<file path="src/rtl/fir_pkg.sv">
// Shared types and width helpers for the FIR sample pacer.
// The optional statistics counters are enabled by FIR_SAMPLE_PACER_STATS_EN.
package fir_pkg;

    typedef enum logic {
        ST_IDLE = 1'b0,
        ST_RUN  = 1'b1
    } state_e;

    localparam int STATS_W = 16;

    function automatic int phase_w(input int d);
        return (d > 1) ? $clog2(d) : 1;
    endfunction

    function automatic int level_w(input int depth);
        return $clog2(depth + 1);
    endfunction

endpackage

</file>
<file path="src/rtl/sync_fifo.sv">
// First-word-fall-through FIFO with a registered storage array and an occupancy count.
// A word pushed into an empty FIFO becomes visible at dout on the following cycle.
module sync_fifo
    import fir_pkg::*;
#(
    parameter int WIDTH = 16,
    parameter int DEPTH = 16
) (
    input  logic                        clk,
    input  logic                        rst,
    input  logic                        push,
    input  logic                        pop,
    input  logic                        clr,
    input  logic [WIDTH-1:0]            din,
    output logic [WIDTH-1:0]            dout,
    output logic                        empty,
    output logic                        full,
    output logic [level_w(DEPTH)-1:0]   level
);

    localparam int AW = (DEPTH > 1) ? $clog2(DEPTH) : 1;
    localparam int LW = level_w(DEPTH);

    logic [WIDTH-1:0] mem [DEPTH];
    logic [AW-1:0]    wr_ptr;
    logic [AW-1:0]    rd_ptr;
    logic [LW-1:0]    count;
    logic             do_push;
    logic             do_pop;

    // Clear wins over both ports; pointers wrap naturally because DEPTH is a power of two.
    assign do_push = push && !full && !clr;
    assign do_pop  = pop && !empty && !clr;

    always_ff @(posedge clk) begin
        if (rst || clr) begin
            wr_ptr <= '0;
            rd_ptr <= '0;
            count  <= '0;
        end else begin
            if (do_push) wr_ptr <= wr_ptr + AW'(1);
            if (do_pop)  rd_ptr <= rd_ptr + AW'(1);
            count <= count + LW'(do_push) - LW'(do_pop);
        end
    end

    always_ff @(posedge clk) begin
        if (do_push && !rst) mem[wr_ptr] <= din;
    end

    assign dout  = mem[rd_ptr];
    assign empty = (count == '0);
    assign full  = (count == LW'(DEPTH));
    assign level = count;

endmodule

</file>
<file path="src/rtl/fir_sample_pacer.sv">
// Paces bursty upstream samples into exactly one hold-stable sample per D-clock frame.
// Define FIR_SAMPLE_PACER_STATS_EN to add saturating underflow/overflow event counters.
module fir_sample_pacer
    import fir_pkg::*;
#(
    parameter int D           = 100,
    parameter int SAMPLE_SIZE = 16,
    parameter int DEPTH       = 16,
    parameter int PRIME       = 4
) (
    input  logic                        clk,
    input  logic                        rst,
    input  logic                        s_valid,
    output logic                        s_ready,
    input  logic [SAMPLE_SIZE-1:0]      s_data,
    input  logic                        hold,
    input  logic                        flush,
    input  logic                        clr_flags,
    output logic [SAMPLE_SIZE-1:0]      dout,
    output logic                        valid_out,
    output logic [level_w(DEPTH)-1:0]   level,
    output logic                        underflow,
    output logic                        overflow,
    output state_e                      dbg_state
`ifdef FIR_SAMPLE_PACER_STATS_EN
    ,
    output logic [STATS_W-1:0]          uf_count,
    output logic [STATS_W-1:0]          of_count
`endif
);

    localparam int PW = phase_w(D);
    localparam int LW = level_w(DEPTH);

    // Upstream handshake: a sample transfers on a cycle where s_valid and s_ready are both high.
    logic [PW-1:0]          phase;
    logic                   tick;
    logic                   push;
    logic                   pop;
    logic                   out_upd;
    logic                   uf_set;
    logic                   of_set;
    logic                   primed;
    logic                   fifo_empty;
    logic                   fifo_full;
    logic [SAMPLE_SIZE-1:0] fifo_head;
    state_e                 state;
    state_e                 state_nx;

    always_ff @(posedge clk) begin
        if (rst)       phase <= '0;
        else if (tick) phase <= '0;
        else           phase <= phase + PW'(1);
    end

    assign tick    = (phase == PW'(D - 1));
    assign s_ready = !fifo_full && !rst;
    assign push    = s_valid && s_ready;
    assign of_set  = s_valid && !s_ready && !rst;
    assign primed  = (level >= LW'(PRIME));

    sync_fifo #(
        .WIDTH (SAMPLE_SIZE),
        .DEPTH (DEPTH)
    ) u_fifo (
        .clk   (clk),
        .rst   (rst),
        .push  (push),
        .pop   (pop),
        .clr   (flush),
        .din   (s_data),
        .dout  (fifo_head),
        .empty (fifo_empty),
        .full  (fifo_full),
        .level (level)
    );

    always_ff @(posedge clk) begin
        if (rst) state <= ST_IDLE;
        else     state <= state_nx;
    end

    always_comb begin
        state_nx = state;
        if (flush) begin
            state_nx = ST_IDLE;
        end else if (tick) begin
            case (state)
                ST_IDLE: if (primed && !hold)     state_nx = ST_RUN;
                ST_RUN:  if (!hold && fifo_empty) state_nx = ST_IDLE;
                default: state_nx = ST_IDLE;
            endcase
        end
    end

    // out_upd marks a tick that rewrites valid_out; pop additionally loads dout.
    always_comb begin
        pop     = 1'b0;
        out_upd = 1'b0;
        uf_set  = 1'b0;
        if (tick) begin
            if (flush) begin
                out_upd = 1'b1;
            end else begin
                case (state)
                    ST_IDLE: begin
                        out_upd = 1'b1;
                        pop     = primed && !hold;
                    end
                    ST_RUN: begin
                        if (!hold) begin
                            out_upd = 1'b1;
                            pop     = !fifo_empty;
                            uf_set  = fifo_empty;
                        end
                    end
                    default: out_upd = 1'b1;
                endcase
            end
        end
    end

    always_ff @(posedge clk) begin
        if (rst) begin
            dout      <= '0;
            valid_out <= 1'b0;
        end else if (out_upd) begin
            valid_out <= pop;
            if (pop) dout <= fifo_head;
        end
    end

    // Sticky flags: a new event beats a same-cycle clear.
    always_ff @(posedge clk) begin
        if (rst) begin
            underflow <= 1'b0;
            overflow  <= 1'b0;
        end else begin
            if (uf_set)         underflow <= 1'b1;
            else if (clr_flags) underflow <= 1'b0;
            if (of_set)         overflow  <= 1'b1;
            else if (clr_flags) overflow  <= 1'b0;
        end
    end

    assign dbg_state = state;

`ifdef FIR_SAMPLE_PACER_STATS_EN
    always_ff @(posedge clk) begin
        if (rst || clr_flags) begin
            uf_count <= '0;
            of_count <= '0;
        end else begin
            if (uf_set && (uf_count != '1)) uf_count <= uf_count + STATS_W'(1);
            if (of_set && (of_count != '1)) of_count <= of_count + STATS_W'(1);
        end
    end
`endif

endmodule

</file>
<file path="config.mk">
export PLATFORM = sky130hd
export DESIGN_NAME = fir_sample_pacer
export DESIGN_NICKNAME = d
export VERILOG_FILES = /design/src/rtl/fir_pkg.sv /design/src/rtl/sync_fifo.sv /design/src/rtl/fir_sample_pacer.sv
export SDC_FILE = /design/constraint.sdc
export NUM_CORES = 1
export LEC_CHECK = 0
export ABC_AREA = 1
export BUFFER_PORTS_ARGS = -buffer_cell sky130_fd_sc_hd__buf_2
export CAP_MARGIN = 40
export CORE_MARGIN = 10
export CORE_UTILIZATION = 55
export DETAILED_ROUTE_END_ITERATION = 10
export PLACE_DENSITY = 0.72
export SETUP_SLACK_MARGIN = 0.15
export SLEW_MARGIN = 0
export SYNTH_ARGS = -nofsm -noshare
export SYNTH_HDL_FRONTEND = slang
export SYNTH_SLANG_ARGS = --single-unit
</file>
<file path="constraint.sdc">
create_clock -name clk -period 6.5 [get_ports clk]
set_input_delay 0.325 -clock clk [delete_from_list [all_inputs] [get_ports clk]]
set_output_delay 0.325 -clock clk [all_outputs]
set_load 0.1 [all_outputs]
</file>
* Word level (Yosys, flattened, before mapping)
Memory sizes are Yosys's and may differ from the RTL's. A register that Yosys moved wholly into a read port is not among the register bits.
Index checks and enable logic that the tools add are counted.
W data, S select, Z words.
** Storage, ports and cells
- Output and inout port bits :: 26
- Memories kept :: 1
- Input port bits :: 22
- Word-level logic and storage cells :: 62
- Flip-flop bits (word level) :: 24
- RAM bits :: 256
** Cells by class
- Reduce and logical (&&, ||, !) cells :: 24
- Multiplexer cells :: 20
- Equal/unequal tests :: 2
- $lt $le $gt $ge :: 1
- Bitwise operators :: 1
- $add $sub $neg :: 5
** Memories
- u_fifo.mem :: depth 16, width 16, read ports 1, clocked after memory_dff 1, wr ports 1, RTL line sync_fifo.sv:24 : logic [WIDTH-1:0] mem [DEPTH];
** Operator list (number)
- $mux W1 :: 17
- $logic_and A1 B1 Y1 :: 11
- $add A4 B1 Y4 const B :: 2
- $add A7 B1 Y7 const B :: 1
- $eq A7 B7 Y1 const B :: 1
- $logic_not A1 Y1 :: 6
- $pmux W1 S2 :: 3
- $add A5 B1 Y5 :: 1
- $eq A5 B5 Y1 const B :: 1
- $ge A5 B3 Y1 const B :: 1
- $logic_not A5 Y1 :: 1
- $sub A5 B1 Y5 :: 1
- $reduce_bool A2 Y1 :: 2
- $reduce_or A2 Y1 :: 2
- $reduce_and A2 Y1 :: 1
- $logic_or A1 B1 Y1 :: 1
- $not A1 Y1 :: 1

* Longest topological paths before layout
- Word-level depth :: 9
- Depth in mapped cells :: 20
- Mapped depth without buffers :: 20

* Hierarchy
Synthesis repeated with hierarchy kept, for this count alone.
** Second synthesis, totals
- Cells, all modules :: 1367
- Area, all modules :: 13340.3 µm²
** By module, submodules not included
- sync_fifo :: sequential area each 8027.7 µm², cells an instance 1187, area an instance 12021.5 µm², instances 1
- fir_sample_pacer :: sequential area each 540.5 µm², cells an instance 180, area an instance 1318.8 µm², instances 1

* Least setup slack after synthesis
No wires, ideal clock.
- Path kind :: flip-flop to flip-flop
- From :: register u_fifo.count[3] (netlist: u_fifo.level[3])
- To :: register u_fifo.count[4] (netlist: u_fifo.level[4])
- Data required time :: 6.430 ns
- Path slack :: 3.107 ns
- Stages on the path, launching flop included :: 21
- Arrival time :: 3.323 ns
- Clock period less this slack :: 3.393 ns
- Setup time :: 0.070 ns
- Cells stage by stage :: dfxtp_1 > inv_1 > ha_1 > inv_1 > nor2_1 > nand2_1 > nand2_1 > nand2_1 > nand2_2 > nand3_2 > inv_1 > ha_1 > inv_1 > ha_1 > inv_1 > fa_1 > inv_1 > a21oi_1 > o21ai_0 > o21ai_0 > a21oi_1
** Between the ends
- Cells in the longest elaborated chain, start to end :: 9
- Elaborated cells on any way between the ends :: 18
** Ends and longest elaborated chain
- start, declared :: RTL line sync_fifo.sv:27 : logic [LW-1:0] count;
- start signal, assigned :: RTL line sync_fifo.sv:43 : count <= count + LW'(do_push) - LW'(do_pop);
- parallel branches: the longest is 6 deep, another holds $ge A5 B3 Y1
- $logic_and A1 B1 Y1 (*) (2 in series) :: RTL line sync_fifo.sv:33 : assign do_pop = pop && !empty && !clr;
- via u_fifo.do_pop :: RTL line sync_fifo.sv:29 : logic do_pop;
- $sub A5 B1 Y5 (*) :: RTL line sync_fifo.sv:43
Mark *: on every way through the listed nets, which the timed path passes.
A chain may end at the register's enable or synchronous reset.

==> out/metrics.cfg <==
[outcome]
status = complete, no violations

[grt]
grt_start_max_net_pins = 74
first_global_vias = 8610
antenna_found_initial = 0
grt_usage_pct = 19.7
overflow = 0
grt_pass1_wl_mm = 47.6

[critical_path]
cpMaxStageDelayCell = clkinv_2
cp_max_fo = 73
arrival_ns = 3.45
worstSetupPathType = reg -> reg
rrSetupSlack_ns = 3.48
cp-start-kind = flip-flop
cp.required_ns = 6.93
endpoint_kind = flip-flop
path_delay_family = buffers and inverters
crit_top_cell = nand2_1
worstPathCellList = clkinv_2, buf_4, nand2_1, nand2_1, nand2_1, nand3_1, nand3_1, nand2_1, nor2_1, nor2_1
path_buf_inv = 2
cpPeakStageDelay_ns = 0.75

[power_and_ir_drop]
irDropWorstVdd_mv = 0.198
p_leak_nw = 6.06
total_power_mw = 3.88
power_density_nw_per_um2 = 267

[floorplanning]
die_y_um = 173
start_util_pct = 56.2
io_pins = 48
die_area_um2 = 29800
die_w_um = 173
core_um2 = 22800
rows = 55

[sta]
rsz0062_at_grt = no
finalClockSkew_ns = 0.0100
worst_pin_slew_ns = 0.924
period_needed_ns = 3.02
hold_viol_final = 0
tns_ns = 0
min_period_over_period_pct = 46.5
drv_slew = 0
setup-violations-final = 0
relSlewSlack_pct = 38.3
max_freq_ghz = 0.331

[placed_design]
gp_congestion = 0.827
detailed_place_hpwl_mm = 18.4
dpl-instance-area_um2 = 13500
placed_cells = 1624
portBuffers = 47

[logic_synthesis]
yosys-top-cells-count = nand2_1, edfxtp_1, inv_1, nor2_1, nand3_1
synth_fa_ha_area_share_pct = 1.43
async_flop_share_pct = 0
synthMuxAreaShare_pct = 0
synth_top_cell_by_area = edfxtp_1
synth_top_family_by_area = simple AND/OR/NAND/NOR gates
synth_compound_gate_area_share_pct = 2.28
netlist_instances = 1296
yosys_warnings = 0
yosys.area_share.simple_pct = 22.2
synth.most_common_cell = nand2_1
synth_top_area_share_pct = 60.0
avgSynthCellArea_um2 = 9.88
synth.distinct_cells = 31
synth_edf_count = 256
ys.flop_type = edfxtp_1
synth_area_leaders = edfxtp_1, nand2_1, dfxtp_1, nand3_1, inv_1
synthesis.area_um2 = 12800
syn-num-nets = 1332
synth-xor-area-share_pct = 0.342
ys_ff_latch = 296
seq_area_frac_synth_pct = 66.3

[clock_tree]
worstSkewPairLatency_ns = 0.55
cts_tree = done
cts_root_buf = clkbuf_16
cts_inserted_buffers = 30
cts_resized = 0
cts.clk_slew.worst_paths_ns = 0.06
cts_max_path_buffers = 3
cts.sinks = 296
h-tree-depth = 1

[drt]
vias = 8946
post-route-drc-count = 0
wire_per_inst_um = 18.0
wl_mm = 30.2
postRouteAntennaNets = 0
drt_iter0_drc = 889
viasPerCell = 5.32
firstDrtPassIters = 5

[layout]
fill_cells = 1752
fin_cells = 1681
diodes = 0
finish.instance_area_um2 = 14500
area.growth.synth_to_final_pct = 13.6
nets = 1380
drive_above_1_share_pct = 11.1
seqCellArea_um2 = 8490
multi_input_area_um2 = 3400
final_util_pct = 63.9

[worst_hold_path]
min_path_type = in -> reg

[run]
drv_cap = 0

## metrics by stage
step / hold slack, ns / setup slack (ns)
2_1_floorplan: 0.394 / 3.11
3_3_place_gp: 0.426 / 3.70
3_5_place_dp: 0.440 / 3.60
4_1_cts: 0.0207 / 3.54
5_1_grt: 0.0597 / 3.30
6_report: 0.0391 / 3.48
## cell families after synthesis
group | count (synthesis)
simple gates | 689
flops | 296
buf+inv | 236
compound gates | 56
fa+ha+maj | 14
xor+xnor | 5
## per-layer routing
layer	vias to the layer above	part of all wire (%)	GRT usage (%)
met4	0	2.6	6.56
met3	64	7.9	3.22
li1	4276	-	-
met5	-	0	0
met1	4220	43	27.4
met2	386	46	31.0
## layout by cell type, fill, tap and decap left out, drive strengths merged, types with 3 or more instances in the layout
| cell | n |
|---|---|
| o21ai | 38 |
| clkinv | 19 |
| a21oi | 18 |
| nand3 | 140 |
| bufinv | 4 |
| nand2 | 370 |
| xor2 | 4 |
| dfxtp | 40 |
| buf | 69 |
| nor3 | 3 |
| inv | 179 |
| nor2 | 169 |
| nand4 | 4 |
| edfxtp | 256 |
| clkbuf | 36 |
| ha | 13 |
## registers in the layout, summed over array words and instances (netlist names)
signal         flops
u_fifo.rd_ptr      4
dbg_state          1
phase              7
valid_out          1
u_fifo.level       5
overflow           1
dout              16
u_fifo.mem       256
underflow          1
u_fifo.wr_ptr      4
## worst reg2reg max path: stages (launching register included)
cell	delay, ns
dfxtp_4	0.59
clkinv_2	0.75
buf_4	0.70
nand2_1	0.15
nand2_1	0.06
nand2_1	0.06
nand3_1	0.08
nand3_1	0.13
nand2_1	0.14
nor2_1	0.18
nor2_1	0.07
## report_power, final
group / internal, mW / switching [mW] / leakage [nW]
logic: 0.0137 / 0.0551 / 2.93
clock network: 1.04 / 0.707 / 0.504
registers: 2.07 / 0.00344 / 2.63
total: 3.12 / 0.766 / 6.06
## path summary, 6_finish.rpt
| kind | startpoint | end | cells after the start |
|---|---|---|---|
| worst min register to register | phase[0] | phase[0] | 1 |
| worst min-delay path | clr_flags | underflow | 4 |
| worst max-delay path | u_fifo.rd_ptr[0] | dout[1] | 10 |
| worst max register to register | u_fifo.rd_ptr[0] | dout[1] | 10 |
## what timing repair did
| action | in CTS | in global routing |
|---|---|---|
| setup endpoints to repair | 0 | 0 |
| hold endpoints to repair | 3 | 0 |
| setup buffers | 0 | 0 |
| hold buffers | 1 | 0 |
## final cells by class
type | instances | area share, %
inverter | 182 | 4.70
clock inverter | 20 | 1.37
clock buffer | 36 | 5.53
tap | 313 | 2.69
timing repair buffer | 70 | 3.96
sequential | 296 | 58.4
multi-input combinational | 764 | 23.4
(Power assumes the default switching activity.)
